<file path="src/rtl/btn_conditioner.sv">
// Conditions raw active-low buttons: 2-flop sync, counter debounce,
// one-cycle press/release pulses and a press-toggled active-low LED per channel.
module btn_conditioner #(
    parameter int unsigned NUM_BTN         = 2,
    parameter int unsigned DEBOUNCE_CYCLES = 270000
) (
    input  logic               clk,
    input  logic               rst_n,
    input  logic [NUM_BTN-1:0] btn_n,
    output logic [NUM_BTN-1:0] pressed,
    output logic [NUM_BTN-1:0] press_pulse,
    output logic [NUM_BTN-1:0] release_pulse,
    output logic [NUM_BTN-1:0] led_n
);

    localparam int unsigned      CNT_W   = $clog2(DEBOUNCE_CYCLES);
    localparam logic [CNT_W-1:0] CNT_MAX = CNT_W'(DEBOUNCE_CYCLES - 1);

    logic [NUM_BTN-1:0] q1;
    logic [NUM_BTN-1:0] q2;
    logic [CNT_W-1:0]   cnt   [NUM_BTN];
    logic [CNT_W-1:0]   cnt_d [NUM_BTN];
    logic [NUM_BTN-1:0] pressed_d;
    logic [NUM_BTN-1:0] press_pulse_d;
    logic [NUM_BTN-1:0] release_pulse_d;
    logic [NUM_BTN-1:0] led_n_d;

    // State registers; sync flops reset to the released level
    always_ff @(posedge clk or negedge rst_n) begin
        if (!rst_n) begin
            q1            <= '1;
            q2            <= '1;
            pressed       <= '0;
            press_pulse   <= '0;
            release_pulse <= '0;
            led_n         <= '1;
            for (int unsigned i = 0; i < NUM_BTN; i++) begin
                cnt[i] <= '0;
            end
        end else begin
            q1            <= btn_n;
            q2            <= q1;
            pressed       <= pressed_d;
            press_pulse   <= press_pulse_d;
            release_pulse <= release_pulse_d;
            led_n         <= led_n_d;
            for (int unsigned i = 0; i < NUM_BTN; i++) begin
                cnt[i] <= cnt_d[i];
            end
        end
    end

    // Debounce: q2 equal to pressed means the synced level disagrees with the
    // accepted state (q2 is active-low, pressed is active-high)
    always_comb begin
        pressed_d       = pressed;
        press_pulse_d   = '0;
        release_pulse_d = '0;
        led_n_d         = led_n;
        for (int unsigned i = 0; i < NUM_BTN; i++) begin
            cnt_d[i] = '0;
            if (q2[i] == pressed[i]) begin
                if (cnt[i] == CNT_MAX) begin
                    pressed_d[i]       = ~pressed[i];
                    press_pulse_d[i]   = ~pressed[i];
                    release_pulse_d[i] = pressed[i];
                    if (!pressed[i]) begin
                        led_n_d[i] = ~led_n[i];
                    end
                end else begin
                    cnt_d[i] = cnt[i] + CNT_W'(1);
                end
            end
        end
    end

endmodule
</file>
<file path="config.mk">
export PLATFORM = sky130hd
export DESIGN_NAME = btn_conditioner
export DESIGN_NICKNAME = d
export VERILOG_FILES = /design/src/rtl/btn_conditioner.sv
export SDC_FILE = /design/constraint.sdc
export NUM_CORES = 1
export LEC_CHECK = 0
export BUFFER_PORTS_ARGS = -buffer_cell sky130_fd_sc_hd__buf_2
export CORE_AREA = 2 2 69 71
export CTS_BUF_LIST = sky130_fd_sc_hd__clkbuf_8
export CTS_CLUSTER_SIZE = 30
export DETAILED_ROUTE_END_ITERATION = 12
export DIE_AREA = 0 0 71 73
export GPL_TIMING_DRIVEN = 0
export PLACE_DENSITY_LB_ADDON = 0.15
export SKIP_CTS_REPAIR_TIMING = 1
export SLEW_MARGIN = 10
export SYNTH_ARGS = -nofsm -noshare
export SYNTH_HDL_FRONTEND = slang
export SYNTH_SLANG_ARGS = --single-unit
</file>
<file path="constraint.sdc">
create_clock -name clk -period 4.6 [get_ports clk]
set_input_delay 0.92 -clock clk [delete_from_list [all_inputs] [get_ports clk]]
set_output_delay 0.92 -clock clk [all_outputs]
set_load 0.02 [all_outputs]
</file>
==> metrics, run 1 <==
Synth cell types=34; Power Density=280.5 nW/um2; WP buf/inv=1; first-pass GRT wire length=between 7 and 8 mm; dominant synthesized flop cell=dfrtp_1; Yosys reg bits=50; WHS Endpoint=q2[1]$_DFF_PN1_; Tmin final=between 2 and 2.5 ns; IO Count=12; pin count of the biggest net entering global routing=51; ys async rst share=100.0%; LEAKAGE=between 1 and 1.5 nW; Max Clk Rate=0.4461 GHz; area grow syn2layout=8.663%; CP cell instances=nor4_1 -> nand4_1 -> o21ai_1 -> buf_2 -> nor2_1; Worst Path Required=about 4.8 ns; post-place setup slack=~2.5 ns; clock root buffer=clkbuf_8; post-route ant nets=0; dpl hpwl=approximately 2.9 mm; critical path capture point type=flop; max incr delay on CP=0.55 ns; endpoints failing setup=0; Max-Cap Viols=0; number of synthesized flops with an enable pin=0; H-tree Lvls=2; Mapped Avg Cell Area=between 10 and 15 um2; Crit Path Max Fanout=10; r2r endpoint=cnt[30]$_DFF_PN0_; All-Layer GR Usage=17.94%; Slew Limit Fails=0; # clock sinks=50; Routed wire per std cell=about 14 um; Post-Syn Area=roughly 2300 um2; post-synth top area cell=dfrtp_1; CTS tree=built; Clock transition at path regs=~0.09 ns; worst slew pin tran=1.056 ns; Hold Crit Class=flop to flop; Compound-Gate Fraction of Synth Area=around 4.1%; Synth area leaders=dfrtp_1 47%, xnor2_1 9.0%, dfstp_2 6.7%; Synth Area in Adders=under 10%; RSZ-0062 raised after global routing=false; final worst-path cycle share=48.73%; crit path launch=cnt[33]$_DFF_PN0_; DIE WIDTH=a little over 70 um; initial antenna violation count=0; R2R setup slack=~2.4 ns; worst reg2reg path depth=5; Ys Warns=0; mux cell area share after synthesis=0.8556%; WHS=around 0.36 ns; drt total wl=approximately 4.2 mm; DR DRC count=0; Nets=roughly 250; layout cells sized above 1=11.79%; vias in the first global route=about 1500; CP Class=flop to flop; Synth top cells by count=44 x dfrtp_1, 37 x nor2_1, 24 x xnor2_1; worst-case clock buffer depth=2; clk_lat worst skew=about 0.30 ns; most common cell in the netlist=dfrtp_1; final core utilization=between 50% and 60%; Hold Crit Start=q1[1]$_DFF_PN1_; setup ws final=around 2.4 ns; die area=between 5000 and 6000 um2; Top Family by Delay on Critical Path=simple AND/OR/NAND/NOR gates; IO buf count=11; initial DRC count=90; setup TNS=0 ns; status=completed; cts bufs inserted=5; chip height=73 um; WHS Path Cells=0; Hold Violations, Final=0; Via density=5.543; RePlAce Congestion=between 0.7 and 0.8; Seq/Total Area, Yosys=a little over half; Core ar.=between 4000 and 5000 um2; main combinational cell family by area after synthesis=simple AND/OR/NAND/NOR gates; worst flop-to-flop path startpoint=cnt[33]$_DFF_PN0_; CP arrival=between 2 and 2.5 ns; vias=1663; Synth Instances=227; kind of start point of the critical path=flop; Worst path slowest cell=o21ai_1; maximum vdd ir drop=between 0.0001 and 0.00015 V; Clock Skew=approximately 0.0068 ns; Yosys top cell area share=a little under half; Initial Utilization=~52%; n_diodes=0; drt pass-1 iters=4; post-synthesis simple-gate area fraction=26.84%; Net Count, Synth=233; Synth Area in XOR/XNOR=approximately 12%; global route overflow=0; row cnt=25; slew margin rel.=between 20% and 30%
## logic make-up after synthesis
kind of cell / Yosys count
AO/OA/AOI/OAI: 17
adder cells (fa/ha/maj): 2
buffers and inverters: 10
AND/OR/NAND/NOR: 115
XOR/XNOR: 31
flip-flops: 50
multiplexers: 2
## where the power goes
part | internal (mW) | leakage, nW | switching [mW] | total, mW
Combinational | 0.00660 | 0.313 | 0.0165 | 0.0231
Clock | 0.102 | 0.0519 | 0.135 | 0.237
Sequential | 0.447 | 0.673 | 0.00644 | 0.453
Total | 0.555 | 1.04 | 0.158 | 0.713
## per-layer routing
metal	vias to the layer above	global-route usage [%]	routed length, um
met1	789	25.60	2168
met2	33	25.75	1723
met4	0	6.918	64
met3	5	5.387	197
li1	836	-	-
met5	-	0	0
## sequential cells by signal (all words and copies together), names as in the netlist
| name | flops |
|---|---|
| release_pulse | 2 |
| pressed | 2 |
| press_pulse | 2 |
| q1 | 2 |
| cnt | 38 |
| led_n | 2 |
| q2 | 2 |
## layout make-up
class	count	area [um2]
buffer	2	10.01
inverter	8	30.03
timing repair buffer	11	55.05
fill	426	1993
multi-input combinational	167	1041
clock inverter	3	11.26
sequential	50	1259
tap	54	67.56
clock buffer	5	68.82
## worst max-delay path by stage
stage	slack [ns]	to	cells after the start
floorplan	2.83	cnt[35]$_DFF_PN0_	5
global placement	2.47	cnt[26]$_DFF_PN0_	5
detailed placement	2.47	cnt[30]$_DFF_PN0_	5
CTS	2.43	cnt[30]$_DFF_PN0_	5
global route	2.26	cnt[34]$_DFF_PN0_	5
finish	2.36	cnt[30]$_DFF_PN0_	5
## worst reg2reg max path: cells and delay by family (launching register included)
family	cells	cell delay [ns]
AO/OA/AOI/OAI	1	0.55
flip-flops	1	0.47
buffers and inverters	1	0.34
AND/OR/NAND/NOR	3	0.78
## per-stage QoR
step / cell area (um2) / instances / power [mW]
after floorplan: 2340 / 227 / 0.4711
after global placement: 2462 / 292 / 0.4850
after detailed placement: 2462 / 292 / 0.4857
after CTS: 2542 / 300 / 0.7263
after global routing: 2542 / 300 / 0.7458
final: 2542 / 300 / 0.7132
## cell usage in the layout (no fill, tap or decap), drive strengths merged, types with 3 or more instances in the layout
cell	count
xor2	7
nor4	14
nor3	10
dfstp	6
nor3b	3
a21oi	5
dfrtp	44
o21ai	8
nand3	15
buf	13
nand4	11
xnor2	24
nor2	37
inv	11
clkbuf	5
nand2	9
nor4b	3
and3	4
No activity file was read; power rests on OpenSTA's default activity.
==> run 2: changes to the inputs <==
==> constraint.sdc (replaced) <==
create_clock -name clk -period 2.31 [get_ports clk]
set_input_delay 0.462 -clock clk [delete_from_list [all_inputs] [get_ports clk]]
set_output_delay 0.462 -clock clk [all_outputs]
set_load 0.02 [all_outputs]
==> run 2 against run 1 <==
Die area did not move. Sequential cell count unchanged. First-iteration DRC count grew 1.1%. Core utilization up 0.083 points. Clock power increased by 98%. Via count up 0.54%. Critical path depth is the same.
==> metrics, run 2 (same netlist as run 1, synthesis figures left out) <==
global route overflow=0 (unchanged); Clock transition at path regs=0.09 ns (about the same); first-pass GRT wire length=7.113 mm (unchanged); grt peak-use layer=met2 (unchanged); All-Layer GR Usage=17.94% (unchanged); Seq pwr share=63.6% (was 63.5%); CP Class=flop to flop (unchanged); CP arrival=2.26 ns (was 2.44 ns); final worst-path cycle share=89.22% (was 48.73%); Tmin final=2.061 ns (was 2.242 ns); Hold Violations, Final=0 (unchanged); setup ws final=0.2489 ns (was 2.358 ns); Largest register FFs=38 (unchanged); Routed wire per std cell=13.84 um (was 13.85 um); NetSw=0.3138 mW (was 0.1582 mW); maximum vdd ir drop=0.0002014 V (was 0.0001021 V); initial antenna violation count=0 (unchanged); commonest non-fill, non-tap cell in the layout=dfrtp_1 (unchanged); Biggest register=cnt (unchanged); # clock sinks=50 (unchanged); # fillers=424 (was 426); chip height=73 um (unchanged); Hold Crit Class=primary input to flop (was flop to flop); Core ar.=4536 um2 (unchanged); worst flop-to-flop path startpoint=cnt[33]$_DFF_PN0_ (unchanged); Initial Utilization=51.59% (unchanged); setup TNS=0 ns (unchanged); Max-Cap Viols=0 (unchanged); Nets=251 (unchanged); die area=5183 um2 (unchanged); endpoints failing setup=0 (unchanged); drt total wl=4.153 mm (was 4.154 mm); n_diodes=0 (unchanged); vias in the first global route=1498 (unchanged); status=completed (unchanged); crit path to=cnt[30]$_DFF_PN0_ (unchanged); post-place setup slack=0.1750 ns (was 2.465 ns); Max Clk Rate=0.4852 GHz (was 0.4461 GHz); R2R setup slack=0.25 ns (was 2.36 ns); Crit Path Max Fanout=10 (unchanged); layout cells sized above 1=12.20% (was 11.79%); initial DRC count=91 (was 90); post-route ant nets=0 (unchanged); Hold Crit Start=btn_n[0] (was q1[1]$_DFF_PN1_); Via density=5.573 (was 5.543); clock root buffer=clkbuf_8 (unchanged); Logic pwr share=3.3% (was 3.2%); clk_lat worst skew=0.30 ns (about the same); dpl hpwl=2.851 mm (unchanged); H-tree Lvls=2 (unchanged); kind of start point of the critical path=flop (unchanged); met2 Use GR=25.75% (unchanged); RePlAce Congestion=0.7839 (unchanged); DR DRC count=0 (unchanged); sw frac=22.11% (was 22.18%); RSZ-0062 raised after global routing=false (unchanged); commonest non-fill, non-tap cells in the layout=44 x dfrtp_1, 37 x nor2_1, 24 x xnor2_1 (unchanged); row cnt=25 (unchanged); DIE WIDTH=71 um (unchanged); IO Count=12 (unchanged); LEAKAGE=1.038 nW (was 1.037 nW); cts bufs inserted=5 (unchanged); Clock Skew=0.008612 ns (was 0.006811 ns); drt pass-1 iters=4 (unchanged); IO buf count=11 (unchanged); worst reg2reg path depth=5 (unchanged); met1 global-route usage=25.60% (unchanged); CTS tree=built (unchanged); worst slew pin tran=1.065 ns (was 1.056 ns); pin count of the biggest net entering global routing=51 (unchanged); critical path capture point type=flop (unchanged); Worst Path Required=2.51 ns (was 4.80 ns); Multi-input gate area=1045 um2 (was 1041 um2); Slew Limit Fails=0 (unchanged); Power Density=557.3 nW/um2 (was 280.5 nW/um2); Reg area=1259 um2 (unchanged); vias=1672 (was 1663); r2r endpoint=cnt[30]$_DFF_PN0_ (unchanged); slew margin rel.=28.99% (was 29.60%); grt met3 use=5.387% (unchanged); Clk pwr share=33.1% (was 33.2%); area grow syn2layout=8.823% (was 8.663%); worst-case clock buffer depth=2 (unchanged); internal power=1.105 mW (was 0.5550 mW); crit path launch=cnt[33]$_DFF_PN0_ (unchanged)
[run 2: layer usage]
| layer | up-vias | part of all wire, % |
|---|---|---|
| met4 | 0 | 1.5 |
| met2 | 32 | 42 |
| met5 | - | 0 |
| met3 | 5 | 5.1 |
| met1 | 797 | 52 |
| li1 | 838 | - |
[run 2: how the worst min path moves through the flow]
stage | endpoint | slack (ns) | depth (start not counted)
2_1_floorplan | cnt[0]$_DFF_PN0_ | 0.17 | 0
3_5_place_dp | q2[0]$_DFF_PN1_ | 0.35 | 0
6_report | q1[0]$_DFF_PN1_ | 0.26 | 1
4_1_cts | q1[0]$_DFF_PN1_ | 0.25 | 1
5_1_grt | q1[0]$_DFF_PN1_ | 0.24 | 1
3_3_place_gp | q2[1]$_DFF_PN1_ | 0.35 | 0
[run 2: final cells by class]
| class | instances | area share (%) |
|---|---|---|
| Buffer | 2 | 0.3931 |
| Clock buffer | 5 | 2.703 |
| Clock inverter | 3 | 0.4423 |
| Inverter | 8 | 1.179 |
| Multi-Input combinational cell | 167 | 41.03 |
| Sequential cell | 50 | 49.44 |
| Tap cell | 54 | 2.654 |
| Timing Repair Buffer | 11 | 2.162 |
[run 2: power groups by stage]
stage | clock network (mW) | logic (mW) | registers [mW]
floorplan | 0 | 0.0219 | 0.916
detailed placement | 0 | 0.0479 | 0.919
global route | 0.527 | 0.0542 | 0.905
CTS | 0.495 | 0.0481 | 0.903
finish | 0.470 | 0.0466 | 0.902
global placement | 0 | 0.0473 | 0.919
[run 2: critical path, stage by stage (launching register included)]
cell     delay [ns]
dfrtp_1        0.47
nor4_1         0.48
nand4_1        0.24
o21ai_2        0.39
buf_2          0.30
nor2_1         0.08
[run 2: per-stage QoR]
stage | hold WS, ns | cell area [um2] | utilization (%) | cells | power, mW
final | 0.2614 | 2546 | 56.14 | 300 | 1.419
after global routing | 0.2354 | 2546 | 56.14 | 300 | 1.486
after CTS | 0.2468 | 2542 | 56.06 | 300 | 1.446
after detailed placement | 0.3506 | 2462 | 54.29 | 292 | 0.9673
after global placement | 0.3462 | 2462 | 54.29 | 292 | 0.9658
after floorplan | 0.1664 | 2340 | - | 227 | 0.9381
